<file path="src/rtl/camera_pkg.sv">
// Shared types and default timing for the OV7670-style camera stream path.
package camera_pkg;

    typedef enum logic [2:0] {
        ST_IDLE,
        ST_VSYNC,
        ST_VBACK,
        ST_ACTIVE,
        ST_VFRONT
    } stream_state_t;

    localparam int DEF_H_ACTIVE    = 320;
    localparam int DEF_V_ACTIVE    = 240;
    localparam int DEF_H_BLANK     = 144;
    localparam int DEF_VSYNC_LINES = 3;
    localparam int DEF_V_BACK      = 17;
    localparam int DEF_V_FRONT     = 10;

    localparam int FB_ADDR_W = 17;

    function automatic int cnt_width(input int n);
        return (n <= 2) ? 1 : $clog2(n);
    endfunction

endpackage

</file>
<file path="src/rtl/cam_line_timer.sv">
// Horizontal and per-phase line counters. Exposes the counter values the next
// cycle will hold so the top can register its outputs against them.
module cam_line_timer #(
    parameter int LINE_LEN = 784,
    parameter int H_W      = 10,
    parameter int L_W      = 9
) (
    input  logic           clk,
    input  logic           reset,
    input  logic           run,
    input  logic [L_W-1:0] phase_lines,
    output logic [H_W-1:0] h_nxt,
    output logic [L_W-1:0] line_nxt,
    output logic           phase_end
);

    localparam logic [H_W-1:0] H_LAST = H_W'(LINE_LEN - 1);

    logic [H_W-1:0] h_cnt;
    logic [L_W-1:0] line_cnt;
    logic           line_end;

    always_comb begin
        line_end  = run && (h_cnt == H_LAST);
        phase_end = line_end && (line_cnt == phase_lines - L_W'(1));
        h_nxt     = (run && !line_end) ? h_cnt + H_W'(1) : '0;
        if (phase_end)
            line_nxt = '0;
        else if (line_end)
            line_nxt = line_cnt + L_W'(1);
        else
            line_nxt = line_cnt;
    end

    always_ff @(posedge clk or negedge reset) begin
        if (!reset) begin
            h_cnt    <= '0;
            line_cnt <= '0;
        end else begin
            h_cnt    <= h_nxt;
            line_cnt <= line_nxt;
        end
    end

endmodule

</file>
<file path="src/rtl/ov7670_stream_gen.sv">
// Replays a frame memory as an OV7670-style vsync/href/byte stream.
// Every output is a flop loaded from the state and counters of the coming cycle.
module ov7670_stream_gen
    import camera_pkg::*;
#(
    parameter int H_ACTIVE    = DEF_H_ACTIVE,
    parameter int V_ACTIVE    = DEF_V_ACTIVE,
    parameter int H_BLANK     = DEF_H_BLANK,
    parameter int VSYNC_LINES = DEF_VSYNC_LINES,
    parameter int V_BACK      = DEF_V_BACK,
    parameter int V_FRONT     = DEF_V_FRONT
) (
    input  logic                 clk,
    input  logic                 reset,
    input  logic                 en,
    output logic                 oe,
    output logic [FB_ADDR_W-1:0] rAddr,
    input  logic [15:0]          rData,
    output logic                 vsync,
    output logic                 href,
    output logic [7:0]           data,
    output logic                 frame_done
);

    localparam int LINE_LEN = 2 * H_ACTIVE + H_BLANK;
    localparam int H_W      = cnt_width(LINE_LEN);
    localparam int L_W      = cnt_width(VSYNC_LINES + V_BACK + V_ACTIVE + V_FRONT + 1);

    localparam logic [H_W-1:0] H_LAST      = H_W'(LINE_LEN - 1);
    localparam logic [H_W-1:0] H_PREFETCH  = H_W'(LINE_LEN - 2);
    localparam logic [H_W-1:0] H_HREF_END  = H_W'(2 * H_ACTIVE);
    localparam logic [H_W-1:0] H_READ_END  = H_W'(2 * H_ACTIVE - 2);
    localparam logic [L_W-1:0] VB_LAST     = L_W'(V_BACK - 1);
    localparam logic [L_W-1:0] VA_LAST     = L_W'(V_ACTIVE - 1);
    localparam logic [L_W-1:0] VF_LAST     = L_W'(V_FRONT - 1);
    localparam logic [FB_ADDR_W-1:0] PIX_LAST = FB_ADDR_W'(H_ACTIVE * V_ACTIVE - 1);

    stream_state_t  state, state_d;
    logic [L_W-1:0] phase_lines;
    logic [H_W-1:0] h_nxt;
    logic [L_W-1:0] line_nxt;
    logic           phase_end;

    logic           vsync_d, href_d, oe_d, frame_done_d;
    logic [7:0]     low_q;

    always_comb begin
        phase_lines = L_W'(1);
        unique case (state)
            ST_VSYNC:  phase_lines = L_W'(VSYNC_LINES);
            ST_VBACK:  phase_lines = L_W'(V_BACK);
            ST_ACTIVE: phase_lines = L_W'(V_ACTIVE);
            ST_VFRONT: phase_lines = L_W'(V_FRONT);
            default:   phase_lines = L_W'(1);
        endcase
    end

    cam_line_timer #(
        .LINE_LEN (LINE_LEN),
        .H_W      (H_W),
        .L_W      (L_W)
    ) u_timer (
        .clk         (clk),
        .reset       (reset),
        .run         (state != ST_IDLE),
        .phase_lines (phase_lines),
        .h_nxt       (h_nxt),
        .line_nxt    (line_nxt),
        .phase_end   (phase_end)
    );

    always_ff @(posedge clk or negedge reset) begin
        if (!reset)
            state <= ST_IDLE;
        else
            state <= state_d;
    end

    // en is only consulted in IDLE and at the very end of a frame
    always_comb begin
        state_d = state;
        unique case (state)
            ST_IDLE:   if (en)        state_d = ST_VSYNC;
            ST_VSYNC:  if (phase_end) state_d = ST_VBACK;
            ST_VBACK:  if (phase_end) state_d = ST_ACTIVE;
            ST_ACTIVE: if (phase_end) state_d = ST_VFRONT;
            ST_VFRONT: if (phase_end) state_d = en ? ST_VSYNC : ST_IDLE;
            default:                  state_d = ST_IDLE;
        endcase
    end

    // Pixel k of a line is read two cycles before its high byte; pixel 0
    // therefore lands in the previous line's blanking (or the last VBACK line).
    always_comb begin
        vsync_d      = (state_d == ST_VSYNC);
        href_d       = (state_d == ST_ACTIVE) && (h_nxt < H_HREF_END);
        frame_done_d = (state_d == ST_VFRONT) && (h_nxt == H_LAST) && (line_nxt == VF_LAST);
        oe_d         = ((state_d == ST_ACTIVE) && !h_nxt[0] && (h_nxt < H_READ_END))
                    || ((h_nxt == H_PREFETCH)
                        && (((state_d == ST_VBACK) && (line_nxt == VB_LAST))
                         || ((state_d == ST_ACTIVE) && (line_nxt != VA_LAST))));
    end

    always_ff @(posedge clk or negedge reset) begin
        if (!reset) begin
            vsync      <= 1'b0;
            href       <= 1'b0;
            oe         <= 1'b0;
            frame_done <= 1'b0;
            data       <= '0;
            low_q      <= '0;
            rAddr      <= '0;
        end else begin
            vsync      <= vsync_d;
            href       <= href_d;
            oe         <= oe_d;
            frame_done <= frame_done_d;

            if (href_d) begin
                if (!h_nxt[0]) begin
                    data  <= rData[15:8];
                    low_q <= rData[7:0];
                end else begin
                    data  <= low_q;
                end
            end else begin
                data <= '0;
            end

            // Address holds at the last pixel once the frame's reads are done
            if ((state_d == ST_VSYNC) && (state != ST_VSYNC))
                rAddr <= '0;
            else if (oe && (rAddr != PIX_LAST))
                rAddr <= rAddr + FB_ADDR_W'(1);
        end
    end

endmodule

</file>
<file path="config.mk">
export PLATFORM = sky130hd
export DESIGN_NAME = ov7670_stream_gen
export DESIGN_NICKNAME = d
export VERILOG_FILES = /design/src/rtl/camera_pkg.sv /design/src/rtl/cam_line_timer.sv /design/src/rtl/ov7670_stream_gen.sv
export SDC_FILE = /design/constraint.sdc
export NUM_CORES = 1
export LEC_CHECK = 0
export ABC_AREA = 1
export ABC_CLOCK_PERIOD_IN_PS = 7600
export CORE_MARGIN = 2
export CORE_UTILIZATION = 35
export CTS_CLUSTER_DIAMETER = 60
export DETAILED_ROUTE_END_ITERATION = 10
export PLACE_DENSITY = 0.58
export SYNTH_ARGS = -nofsm -noshare
export SYNTH_HDL_FRONTEND = slang
export SYNTH_SLANG_ARGS = --single-unit
</file>
<file path="constraint.sdc">
create_clock -name clk -period 7.6 [get_ports clk]
set_clock_uncertainty 0.2 [all_clocks]
set_input_delay 2.28 -clock clk [delete_from_list [all_inputs] [get_ports clk]]
set_output_delay 2.28 -clock clk [all_outputs]
set_load 0.005 [all_outputs]
</file>
# After elaboration in Yosys (flattened, before gate mapping)
# Index checks and enable logic that the tools add are counted.
[totals] ff_bits=59 elab_cells=70 ram_bits=0 input_bits=19 latchBits=0 rom_bits=0 mem_count=0
[classes] div=0 muxes=15 n_lt_le_gt_ge=2 bitwise=1 eq_ne=17 n_shift=0 add_sub_neg=4 reduce_logical=21 multipliers=0
[op_table] operator="17-bit two-way mux" count=2
[op_table] operator="8-bit case mux with 4 select lines" count=1
[op_table] operator="10-bit == test (second input constant)" count=3
[op_table] operator="10-bit less-than comparator (second input constant)" count=2
[op_table] operator="9-bit two-way mux" count=2
[op_table] operator="17-bit by 1-bit adder with 17-bit output (second input constant)" count=1
[op_table] operator="17-bit inequality test (second input constant)" count=1
[op_table] operator="8-bit two-way mux" count=2
[op_table] operator="3-bit two-way mux" count=5
[op_table] operator="3-bit case mux with 5 select lines" count=1
[op_table] operator="1-bit logical AND" count=13
[op_table] operator="3-bit by 2-bit == test with 1-bit output (second input constant)" count=4
[op_table] operator="10-bit by 1-bit adder with 10-bit output (second input constant)" count=1
[op_table] operator="10-bit two-way mux" count=1
[op_table] operator="9-bit by 1-bit adder with 9-bit output (second input constant)" count=1
[op_table] operator="9-bit by 4-bit == test with 1-bit output (second input constant)" count=1
[op_table] operator="9-bit by 5-bit == test with 1-bit output (second input constant)" count=1
[op_table] operator="9-bit == test" count=1
[op_table] operator="9-bit by 8-bit inequality test with 1-bit output (second input constant)" count=1
[op_table] operator="8-bit by 1-bit subtractor with 9-bit output (second input constant)" count=1
[op_table] operator="3-bit by 1-bit == test with 1-bit output (second input constant)" count=2
[op_table] operator="3-bit == test (second input constant)" count=2
[op_table] operator="3-bit logical NOT" count=1
[op_table] operator="3-bit by 1-bit inequality test with 1-bit output (second input constant)" count=1
[op_table] operator="other kinds (7)" count=9

# Logic depth before layout (Yosys ltp)
[depth] ltp_word=12 mapped_depth=20 mapped_depth_nobuf=17

# Cells and area by module
# From an unflattened synthesis, not the netlist that was laid out.
[hier_totals] hier_cells=506 hier_area_um2=3569.7
[modules_own_cells] mod="ov7670_stream_gen" cells_each=312 area_per_inst_um2=2233.4 instances=1 seq_area_each_um2=1001.0
[modules_own_cells] mod="cam_line_timer" cells_each=194 area_per_inst_um2=1336.3 instances=1 seq_area_each_um2=475.5

# Least setup slack after synthesis
# No wires, ideal clock.
[synth_timing] kind="in2reg" from="input en" to="register low_q[6]" t_required_ps=7283 stages=10 slack_ps=4105 arrival_time_ps=3178 setup_time_ps=117 path_buffers=1 path_cell_list="nand3_1 > o21ai_0 > nand2_1 > nand3_1 > inv_1 > nor2_4 > nand3_4 > buf_6 > nand2_2 > o21ai_2"
[synth_between] elab_chain_cells=6 word_cells_on_any_way=7
[synth_rtl] item="from (decl)" line_no="ov7670_stream_gen.sv:15" source="input logic en,"
[synth_rtl] item="1-bit two-way mux" line_no="ov7670_stream_gen.sv:87" source="ST_VFRONT: if (phase_end) state_d = en ? ST_VSYNC : ST_IDLE;"
[synth_rtl] item="3-bit two-way mux" line_no="ov7670_stream_gen.sv:87"
[synth_rtl] item="3-bit case mux with 5 select lines (*)" line_no="ov7670_stream_gen.sv:82" source="unique case (state)"
[synth_rtl] item="named net state_d[0]" line_no="ov7670_stream_gen.sv:38" source="stream_state_t state, state_d;"
[synth_rtl] item="3-bit by 2-bit == test with 1-bit output (*)" line_no="ov7670_stream_gen.sv:96" source="href_d = (state_d == ST_ACTIVE) && (h_nxt < H_HREF_END);"
[synth_rtl] item="1-bit logical AND (*)" line_no="ov7670_stream_gen.sv:96"
[synth_rtl] item="2-bit AND reduction (no source line) (*)"
[synth_rtl] item="to (signal assigned)" line_no="ov7670_stream_gen.sv:122" source="low_q <= rData[7:0];"
[synth_rtl] item="to (decl)" line_no="ov7670_stream_gen.sv:45" source="logic [7:0] low_q;"
# Mark *: on every way through the listed nets, which the timed path passes. The rest lies on a longest branch.
# A chain may end at the register's enable or synchronous reset.

# Worst setup path in the final report
[layout_timing] from="input en" to="register low_q[3]"
# Same word-level chain as after synthesis.

==> qor.txt <==
Setup crit start = en
Iteration-0 DRC Markers = 152
Pre-CTS WS = 3.38 ns
Clock Tree Root = clkbuf_8
Post-route setup TNS = 0 ns
Antenna violations before repair = 0
Crit path DAT = 3.92 ns
RSZ-0062 raised after global routing = false
Critical path launch point type = primary input
Max-Cap Viols = 0
Max Clk Rate = 256 MHz
Drt drc = 0
Cts hold-fix bufs = 0
H-tree levels = 3
Initial Util = 0.357
Min setup slack post-route = 3.69 ns
Worst Setup End Kind = flop
Final Max Tran Viols = 0
ANT cells = 0
Final period demand of the worst path = 3.91 ns
Clock Latency Late Sink = 0.34 ns
1st-pass router iterations = 6
Worst Hold Endpoint = low_q[0]
# Post-CTS Setup Buffers = 0
Synth unique cells = 32
Clk pin slew, worst setup/hold paths = 0.07 ns
Synthesized area = 3630 sq um
Crit-path cells = clkdlybuf4s50_1 -> nand3_1 -> o21ai_0 -> nand2_1 -> nand3_1 -> inv_1 -> nor2_4 -> nand3_4 -> nand2_1 -> o21ai_2
RR Endpoint = low_q[3]
Worst vdd ir = 78.9 uV
Relative slew slack = 0.489
GR Util met2 = 0.259
Final Cell Area = 4420 sq um
Final cell count without fillers = 702
Pleak = 2.30 nW
Number of global-route vias before repair = 3160
Clock buffer depth = 2
Final setup fails = 0
Critical path's slowest cell = clkdlybuf4s50_1
Total number of vias = 3269
DPL Wire Length = 6410 um
R2R setup slack = 4.22 ns
Worst reg2reg startpoint = state[1]
Slowest stage delay, CP = 0.50 ns
Layout cells sized above 1 = 0.106
CTS tree = yes
I/O Buffers = 47
Total CTS buffers = 9
Overall Power = 0.623 mW
Synth warn = 0
First-pass GRT wire length = 14800 um
Routing usage on met3 = 0.0356
PwrDens = 141 nW/um^2
DIE WIDTH = 106 um
GRT busiest layer = met2
Worst-path fanout max = 16
Commonest non-fill, non-tap cell in the layout = nand2_1
FP Rows = 37
Die ar. = 11200 sq um
Final Hold Viols = 0
Buf/Inv on CP = 2
GRT overflow = 0
Required time of the critical path = 7.61 ns
WL final = 8580 um
WS Path Type = primary input to flop
Hold WC Path Type = flop to flop
Post-cts sizing count = 0
Core Region = 10200 sq um
ANT nets after route = 0
Hold Startpoint = low_q[0]
IO Pins = 48
Flops & latches, synth = 59
Syn_nets = 533
Crit-path leading delay family = simple AND/OR/NAND/NOR gates
Cells after DPL = 686
Sink Count = 59
Avg WL per Cell = 12.2 um
Register area share after synthesis = 0.406
Fillcell total = 1075
Fin util = 0.434
Final net count = 584
Area Growth Syn to Fin = 21.5%
Largest net degree at the start of global routing = 60
Tightest Pin Transition = 0.767 ns
Vias/cell = 4.66
Height of the die = 106 um
Routability cong. = 0.855
Mean area per synthesized cell = 7.13 sq um
Hold Path Cell Cnt = 2
FF-to-FF path depth = 14
Grt met1 use = 0.230
Total Routing Usage GR = 0.166
Post-Syn Instances = 510
Final cycle utilization of the critical path = 0.514
Area after DPL = 4210 sq um
Most frequent cells in the layout = 130 x nand2_1, 90 x inv_1, 69 x nand3_1
Outcome = finished, final reports clean
Hold slack = 0.288 ns
==> worst min-delay path: stages, from the launching register on <==
cell and delay [ns]:
dfrtp_1 0.35, nand2_1 0.06, o21ai_2 0.05
==> registers in the layout, indices dropped and copies added, names as in the netlist <==
register	flops
rAddr	17
u_timer.h_cnt	10
u_timer.line_cnt	9
data	8
low_q	8
state	3
frame_done	1
href	1
oe	1
vsync	1
==> per-layer routing <==
| layer | wire (um) | up-vias |
|---|---|---|
| li1 | - | 1713 |
| met1 | 4280 | 1504 |
| met2 | 3890 | 46 |
| met3 | 323 | 6 |
| met4 | 75 | 0 |
| met5 | 0 | - |
==> cell type report <==
cell class / count / area (sq um) / share of cell area
Multi-Input combinational cell: 348 / 1740 / 0.393
Sequential cell: 59 / 1480 / 0.334
Timing Repair Buffer: 48 / 473 / 0.107
Inverter: 95 / 357 / 0.0807
Tap cell: 136 / 170 / 0.0385
Clock buffer: 10 / 138 / 0.0312
Clock inverter: 6 / 65.1 / 0.0147
==> how the worst max path moves through the flow <==
stage | cells after the start | slack (ns) | end
final | 10 | 3.69 | low_q[3]
after global routing | 10 | 3.53 | low_q[3]
after detailed placement | 10 | 3.38 | low_q[3]
after global placement | 10 | 3.43 | low_q[4]
after CTS | 10 | 3.70 | low_q[3]
after floorplan | 10 | 4.11 | low_q[6]
==> report_power, final <==
group / internal (mW) / switching (mW) / total (mW)
Clock: 0.160 / 0.131 / 0.291
Combinational: 0.00888 / 0.00912 / 0.0180
Sequential: 0.314 / 0 / 0.314
Total: 0.483 / 0.140 / 0.623
==> logic make-up (layout without fill, tap and decap cells) <==
kind of cell | Yosys count | after routing | share of synthesized area
buf+inv | 103 | 159 | 0.116
simple gates | 300 | 300 | 0.381
flops | 59 | 59 | 0.406
xor+xnor | 6 | 6 | 0.0145
compound gates | 38 | 38 | 0.0688
fa+ha+maj | 4 | 4 | 0.0138
==> cells in the mapped netlist (all sizes together) <==
| master | instances | area share |
|---|---|---|
| nand2 | 143 | 0.16 |
| inv | 95 | 0.098 |
| nand3 | 72 | 0.11 |
| dfrtp | 59 | 0.41 |
| nor2 | 50 | 0.060 |
| o21ai | 22 | 0.043 |
| nand4 | 14 | 0.024 |
| a21oi | 11 | 0.015 |
| nor3 | 10 | 0.014 |
| buf | 7 | 0.017 |
| ha | 4 | 0.014 |
| nor4 | 4 | 0.0069 |
| or2 | 4 | 0.0069 |
| xor2 | 4 | 0.0096 |
| a31o | 2 | 0.0048 |
| nand3b | 2 | 0.0041 |
| o21bai | 2 | 0.0041 |
| xnor2 | 2 | 0.0048 |
| clkbuf | 1 | 0.0010 |
| nor3b | 1 | 0.0021 |
| o211ai | 1 | 0.0021 |
Note: power is estimated with default switching activity, not from simulation.
